File: src/rtl/poly_addsub_stream.sv
// Streaming modular add/sub/pass over polynomial coefficients, LANES per beat,
// through a two-stage pipeline (raw sum, then single conditional reduction).
module poly_addsub_stream #(
    parameter int unsigned LANES = 4,
    parameter int unsigned LEN_Q = 12,
    parameter int unsigned Q     = 3329,
    parameter int unsigned N     = 256
) (
    input  logic                   clk_i,
    input  logic                   rst_n_i,
    input  logic                   start_i,
    input  logic [1:0]             mode_i,
    input  logic                   valid_i,
    output logic                   ready_o,
    input  logic [LANES*LEN_Q-1:0] a_i,
    input  logic [LANES*LEN_Q-1:0] b_i,
    output logic                   valid_o,
    input  logic                   ready_i,
    output logic [LANES*LEN_Q-1:0] c_o,
    output logic                   last_o,
    output logic                   busy_o,
    output logic                   err_o
);

    localparam int unsigned TW = LEN_Q + 1;
    localparam int unsigned NB = N / LANES;
    localparam int unsigned CW = $clog2(NB) + 1;
    localparam int unsigned DW = LANES * LEN_Q;
    localparam int unsigned PW = LANES * TW;

    typedef enum logic [1:0] {
        ST_IDLE  = 2'd0,
        ST_RUN   = 2'd1,
        ST_DRAIN = 2'd2
    } state_e;

    state_e          state_q, state_d;
    logic [1:0]      mode_q;
    logic [CW-1:0]   cnt_q;
    logic            err_q;
    logic            v1_q, l1_q, v2_q, l2_q;
    logic [PW-1:0]   t_q;
    logic [DW-1:0]   c_q;

    logic            en_c, acc_c, start_c, final_c, bad_c;
    logic            sub_c, pass_c;
    logic [PW-1:0]   t_c;
    logic [DW-1:0]   c_c;
    logic [LANES-1:0] bad_lane_c;

    assign sub_c   = (mode_q == 2'b01);
    assign pass_c  = (mode_q == 2'b10);
    assign en_c    = !v2_q || ready_i;
    assign start_c = (state_q == ST_IDLE) && start_i;
    assign acc_c   = valid_i && ready_o;
    assign final_c = acc_c && (cnt_q == CW'(NB - 1));
    assign bad_c   = |bad_lane_c;

    // Per-lane arithmetic: stage-1 raw result and stage-2 single-step reduction
    for (genvar k = 0; k < LANES; k++) begin : g_lane
        logic [LEN_Q-1:0] a_l, b_l;
        logic [TW-1:0]    t_l, r_l, r_sub_l;

        assign a_l = a_i[k*LEN_Q +: LEN_Q];
        assign b_l = b_i[k*LEN_Q +: LEN_Q];

        always_comb begin
            t_l = TW'(a_l) + TW'(b_l);
            if (pass_c) begin
                t_l = TW'(a_l);
            end else if (sub_c) begin
                t_l = TW'(a_l) + TW'(Q) - TW'(b_l);
            end
        end

        assign t_c[k*TW +: TW] = t_l;
        assign bad_lane_c[k]   = (a_l >= LEN_Q'(Q)) || (!pass_c && (b_l >= LEN_Q'(Q)));

        assign r_l     = t_q[k*TW +: TW];
        assign r_sub_l = r_l - TW'(Q);
        assign c_c[k*LEN_Q +: LEN_Q] = (r_l >= TW'(Q)) ? LEN_Q'(r_sub_l) : LEN_Q'(r_l);
    end

    // State register
    always_ff @(posedge clk_i or negedge rst_n_i) begin
        if (!rst_n_i) begin
            state_q <= ST_IDLE;
        end else begin
            state_q <= state_d;
        end
    end

    // Next-state logic
    always_comb begin
        state_d = state_q;
        case (state_q)
            ST_IDLE:  if (start_i) state_d = ST_RUN;
            ST_RUN:   if (final_c) state_d = ST_DRAIN;
            ST_DRAIN: if (v2_q && ready_i && l2_q) state_d = ST_IDLE;
            default:  state_d = ST_IDLE;
        endcase
    end

    // State-decoded outputs
    always_comb begin
        ready_o = 1'b0;
        busy_o  = 1'b0;
        if (state_q == ST_RUN) begin
            ready_o = en_c;
        end
        if (state_q != ST_IDLE) begin
            busy_o = 1'b1;
        end
    end

    // Control registers and pipeline; whole pipe freezes when the output stalls
    always_ff @(posedge clk_i or negedge rst_n_i) begin
        if (!rst_n_i) begin
            mode_q <= 2'b00;
            cnt_q  <= '0;
            err_q  <= 1'b0;
            v1_q   <= 1'b0;
            l1_q   <= 1'b0;
            t_q    <= '0;
            v2_q   <= 1'b0;
            l2_q   <= 1'b0;
            c_q    <= '0;
        end else begin
            if (start_c) begin
                mode_q <= mode_i;
                cnt_q  <= '0;
                err_q  <= 1'b0;
            end else if (acc_c) begin
                cnt_q <= cnt_q + CW'(1);
                if (bad_c) begin
                    err_q <= 1'b1;
                end
            end
            if (en_c) begin
                v1_q <= acc_c;
                l1_q <= final_c;
                t_q  <= t_c;
                v2_q <= v1_q;
                l2_q <= l1_q;
                c_q  <= c_c;
            end
        end
    end

    assign valid_o = v2_q;
    assign last_o  = l2_q;
    assign c_o     = c_q;
    assign err_o   = err_q;

endmodule

File: config.mk
export PLATFORM = sky130hd
export DESIGN_NAME = poly_addsub_stream
export DESIGN_NICKNAME = d
export VERILOG_FILES = /design/src/rtl/poly_addsub_stream.sv
export SDC_FILE = /design/constraint.sdc
export NUM_CORES = 1
export LEC_CHECK = 0
export CAP_MARGIN = 40
export CELL_PAD_IN_SITES_DETAIL_PLACEMENT = 1
export CELL_PAD_IN_SITES_GLOBAL_PLACEMENT = 1
export CORE_MARGIN = 5
export CORE_UTILIZATION = 46
export DETAILED_ROUTE_END_ITERATION = 6
export PLACE_DENSITY = 0.95
export SETUP_SLACK_MARGIN = 0.05
export SYNTH_ARGS = -nofsm -noshare
export SYNTH_HDL_FRONTEND = slang
export SYNTH_SLANG_ARGS = --single-unit
File: constraint.sdc
create_clock -name clk_i -period 3.7 [get_ports clk_i]
set_input_delay 0.74 -clock clk_i [delete_from_list [all_inputs] [get_ports clk_i]]
set_output_delay 0.74 -clock clk_i [all_outputs]
set_load 0.02 [all_outputs]
==> results.json <==
{
  "antenna_left": 0,
  "period_minus_slack_ns": 3.35,
  "outcome": "finished, final reports clean",
  "cts_htree_levels": 4,
  "area_growth_pct": 24.3,
  "synth_top_area_share_pct": 26.1,
  "nNetsFinal": 1784,
  "io_pins": 156,
  "synth_edf_count": 0,
  "root_buffer": "clkbuf_16",
  "clkTransAtPathRegs_ns": 0.06,
  "route.detailed.drc": 0,
  "slew_violations": 0,
  "criticalPathCategory": "input pin to flop",
  "drt-initial-drc-count": 745,
  "critPathLaunchType": "input pin",
  "die_area_mm2": 0.0274,
  "grt_overflow_total": 0,
  "io_buffer_count": 155,
  "synth_ff_type": "dfrtp_1",
  "leakagePower_nw": 6.07,
  "rsz0062_at_grt": "false",
  "crit_path_cell_trace": "clkdlybuf4s50_1, inv_1, ha_1, inv_1, ha_1, inv_1, fa_1, nor2b_1, o31a_1, o21ai_0, nand2b_1, xor2_1, nor2_1, a211oi_1, a221o_1",
  "place_hpwl_um": 31300,
  "min_path_type": "input pin to asynchronous set/reset pin",
  "cp_slowest_cell": "clkdlybuf4s50_1",
  "diodes": 0,
  "clock_latency_ns": 0.43,
  "post_route_cells_drive_above_1_share_pct": 7.61,
  "path_buf_inv": 4,
  "fin_util_pct": 57.5,
  "reg2regPathDepth": 8,
  "vdd_ir_drop_max_mv": 0.372,
  "yosys.area.top_type": "dfrtp_1",
  "worst-path-stages": 15,
  "stdcell_area_mm2": 0.0138,
  "crit_path_frequent_cell": "inv_1",
  "firstDrtPassIters": 5,
  "mostFrequentLayoutCells": "clkdlybuf4s50_1, ha_1, nand2_1, nor2_1, dfrtp_1",
  "cp-end-kind": "flop",
  "post-cts-setup-buffers": 0,
  "seq_area_frac_synth_pct": 26.1,
  "setup_viol_count_final": 0,
  "syn_inst": 1354,
  "r2r_start": "t_q[15]",
  "cts_made_buffers": 17,
  "synth_nets": 1614,
  "die_h_um": 166,
  "synthArstFlopShare_pct": 100,
  "period_share_pct": 90.6,
  "grt_max_degree": 134,
  "grt_usage_pct": 29.8,
  "ff_latch_area_mm2": 0.00290,
  "wl_um": 40400,
  "r2r_setup_slack_ns": 1.16,
  "dp.cells": 1829,
  "grt_antenna_before_repair": 0,
  "clock_path_buffers": 2,
  "vias": 11200,
  "finalHoldViolCount": 0,
  "synthTopCellsByArea": "dfrtp_1, ha_1, xnor2_1, a21oi_1, o21ai_0",
  "yosysWarnings": 0,
  "skew_ns": 0.0105,
  "critPathTopFamily": "adder cells",
  "instances_no_fill": 1861,
  "multi_input_area_mm2": 0.00762,
  "ys_seq_elements": 116,
  "drv_cap": 0,
  "grt_pass1_vias": 11900,
  "synth_cell_types": 77,
  "tightest_slew_ns": 0.844,
  "cts_hold_buf": 0,
  "crit_arrival_ns": 3.73,
  "placed_cell_area_mm2": 0.0133,
  "clock-sinks": 116,
  "die_w_um": 166,
  "avgRoutedWirePerCell_um": 21.7,
  "rows": 57,
  "initial_core_util_pct": 46.3,
  "cpPeakStageDelay_ns": 0.55,
  "final_common_cell": "clkdlybuf4s50_1",
  "tritoncts": "yes",
  "cp_max_fo": 3,
  "synth_area_mm2": 0.0111,
  "cts-resized-gates": 0,
  "syn_area_per_cell_um2": 8.22,
  "fmax_mhz": 298,
  "core_mm2": 0.0240,
  "maxSlewHeadroom_pct": 43.8,
  "place_congestion": 0.954,
  "p_per_area_mw_per_mm2": 516,
  "rr_endpoint": "c_o[22]",
  "grt_pass1_wl_um": 63600,
  "crit_required_ns": 4.07,
  "fillers": 2912,
  "via_per_inst": 6.01
}
cells in the mapped netlist (all sizes together), types with 7 or more instances:
library cell	count
ha	149
nand2	133
nor2	133
inv	117
dfrtp	116
o21ai	109
a21oi	106
xnor2	78
clkbuf	38
xor2	36
nor3	27
nor4	24
a211oi	20
nor2b	19
a31oi	18
nand2b	18
or3	16
a21o	15
mux2i	14
o211ai	13
nand3	12
o21a	11
o21bai	11
o31ai	11
o221ai	10
a221oi	9
o22ai	9
a21boi	8
fa	8
mux2	7
or2	7
metal layers:
metal / vias to the layer above / part of all wire [%] / track usage [%]
li1: 5095 / - / -
met1: 5471 / 41 / 36.2
met2: 484 / 48 / 50.5
met3: 142 / 6.8 / 5.76
met4: 0 / 4.5 / 14.2
met5: - / 0 / 0
worst max-delay path by stage:
stage,start,endpoint,slack [ns]
6_report,a_i[37],t_q[46],0.35
5_1_grt,a_i[37],t_q[48],0.11
4_1_cts,a_i[37],t_q[46],0.36
3_5_place_dp,b_i[5],t_q[12],-0.005
3_3_place_gp,a_i[25],t_q[35],0.17
2_1_floorplan,b_i[27],t_q[35],0.79
registers in the layout, summed over array words and instances, names as in the netlist, 2 cells and up:
register and cells:
t_q 52, cnt_q 7, mode_q 2, c_o 48
state_q 2
cell type report:
cell class	instances	area share [%]
tap	324	2.93
clock buffer	20	3.16
sequential	116	21.0
inverter	117	3.18
multi-input combinational	1077	55.2
clock inverter	12	0.787
timing repair buffer	195	13.8
report_power, final:
part,internal (W),leakage [nW],switching (W),total [W]
logic,0.00146,4.43,0.00194,0.00340
registers,0.00170,1.38,0.000498,0.00219
clock network,0.000921,0.264,0.000616,0.00154
total,0.00408,6.07,0.00306,0.00713
worst register-to-register path, cell delays in order (launching register included):
cell and delay [ns]:
dfrtp_1 0.49, or3_1 0.44, or3_4 0.37, nor2_4 0.20, a31oi_4 0.19, inv_1 0.15, nor2_1 0.08, xnor2_1 0.35
a21oi_1 0.15
per-stage QoR:
stage / total power [W] / setup slack [ns] / hold slack [ns] / setup TNS [ns]
after floorplan: 0.00403 / 0.786 / 0.435 / 0
after global placement: 0.00524 / 0.166 / 0.445 / 0
after detailed placement: 0.00549 / -0.00546 / 0.469 / -0.00546
after CTS: 0.00711 / 0.364 / 0.452 / 0
after global routing: 0.00752 / 0.114 / 0.481 / 0
final: 0.00713 / 0.347 / 0.418 / 0
logic make-up (layout without fill, tap and decap cells):
kind of cell	after synthesis	count (layout)	share of synthesized area, %
AND/OR/NAND/NOR	405	405	17.2
multiplexers	21	21	1.97
buffers and inverters	161	344	5.45
AO/OA/AOI/OAI	380	380	22.2
flip-flops	116	116	26.1
XOR/XNOR	114	114	8.98
adder cells (fa/ha/maj)	157	157	18.2
(Power assumes the default switching activity.)
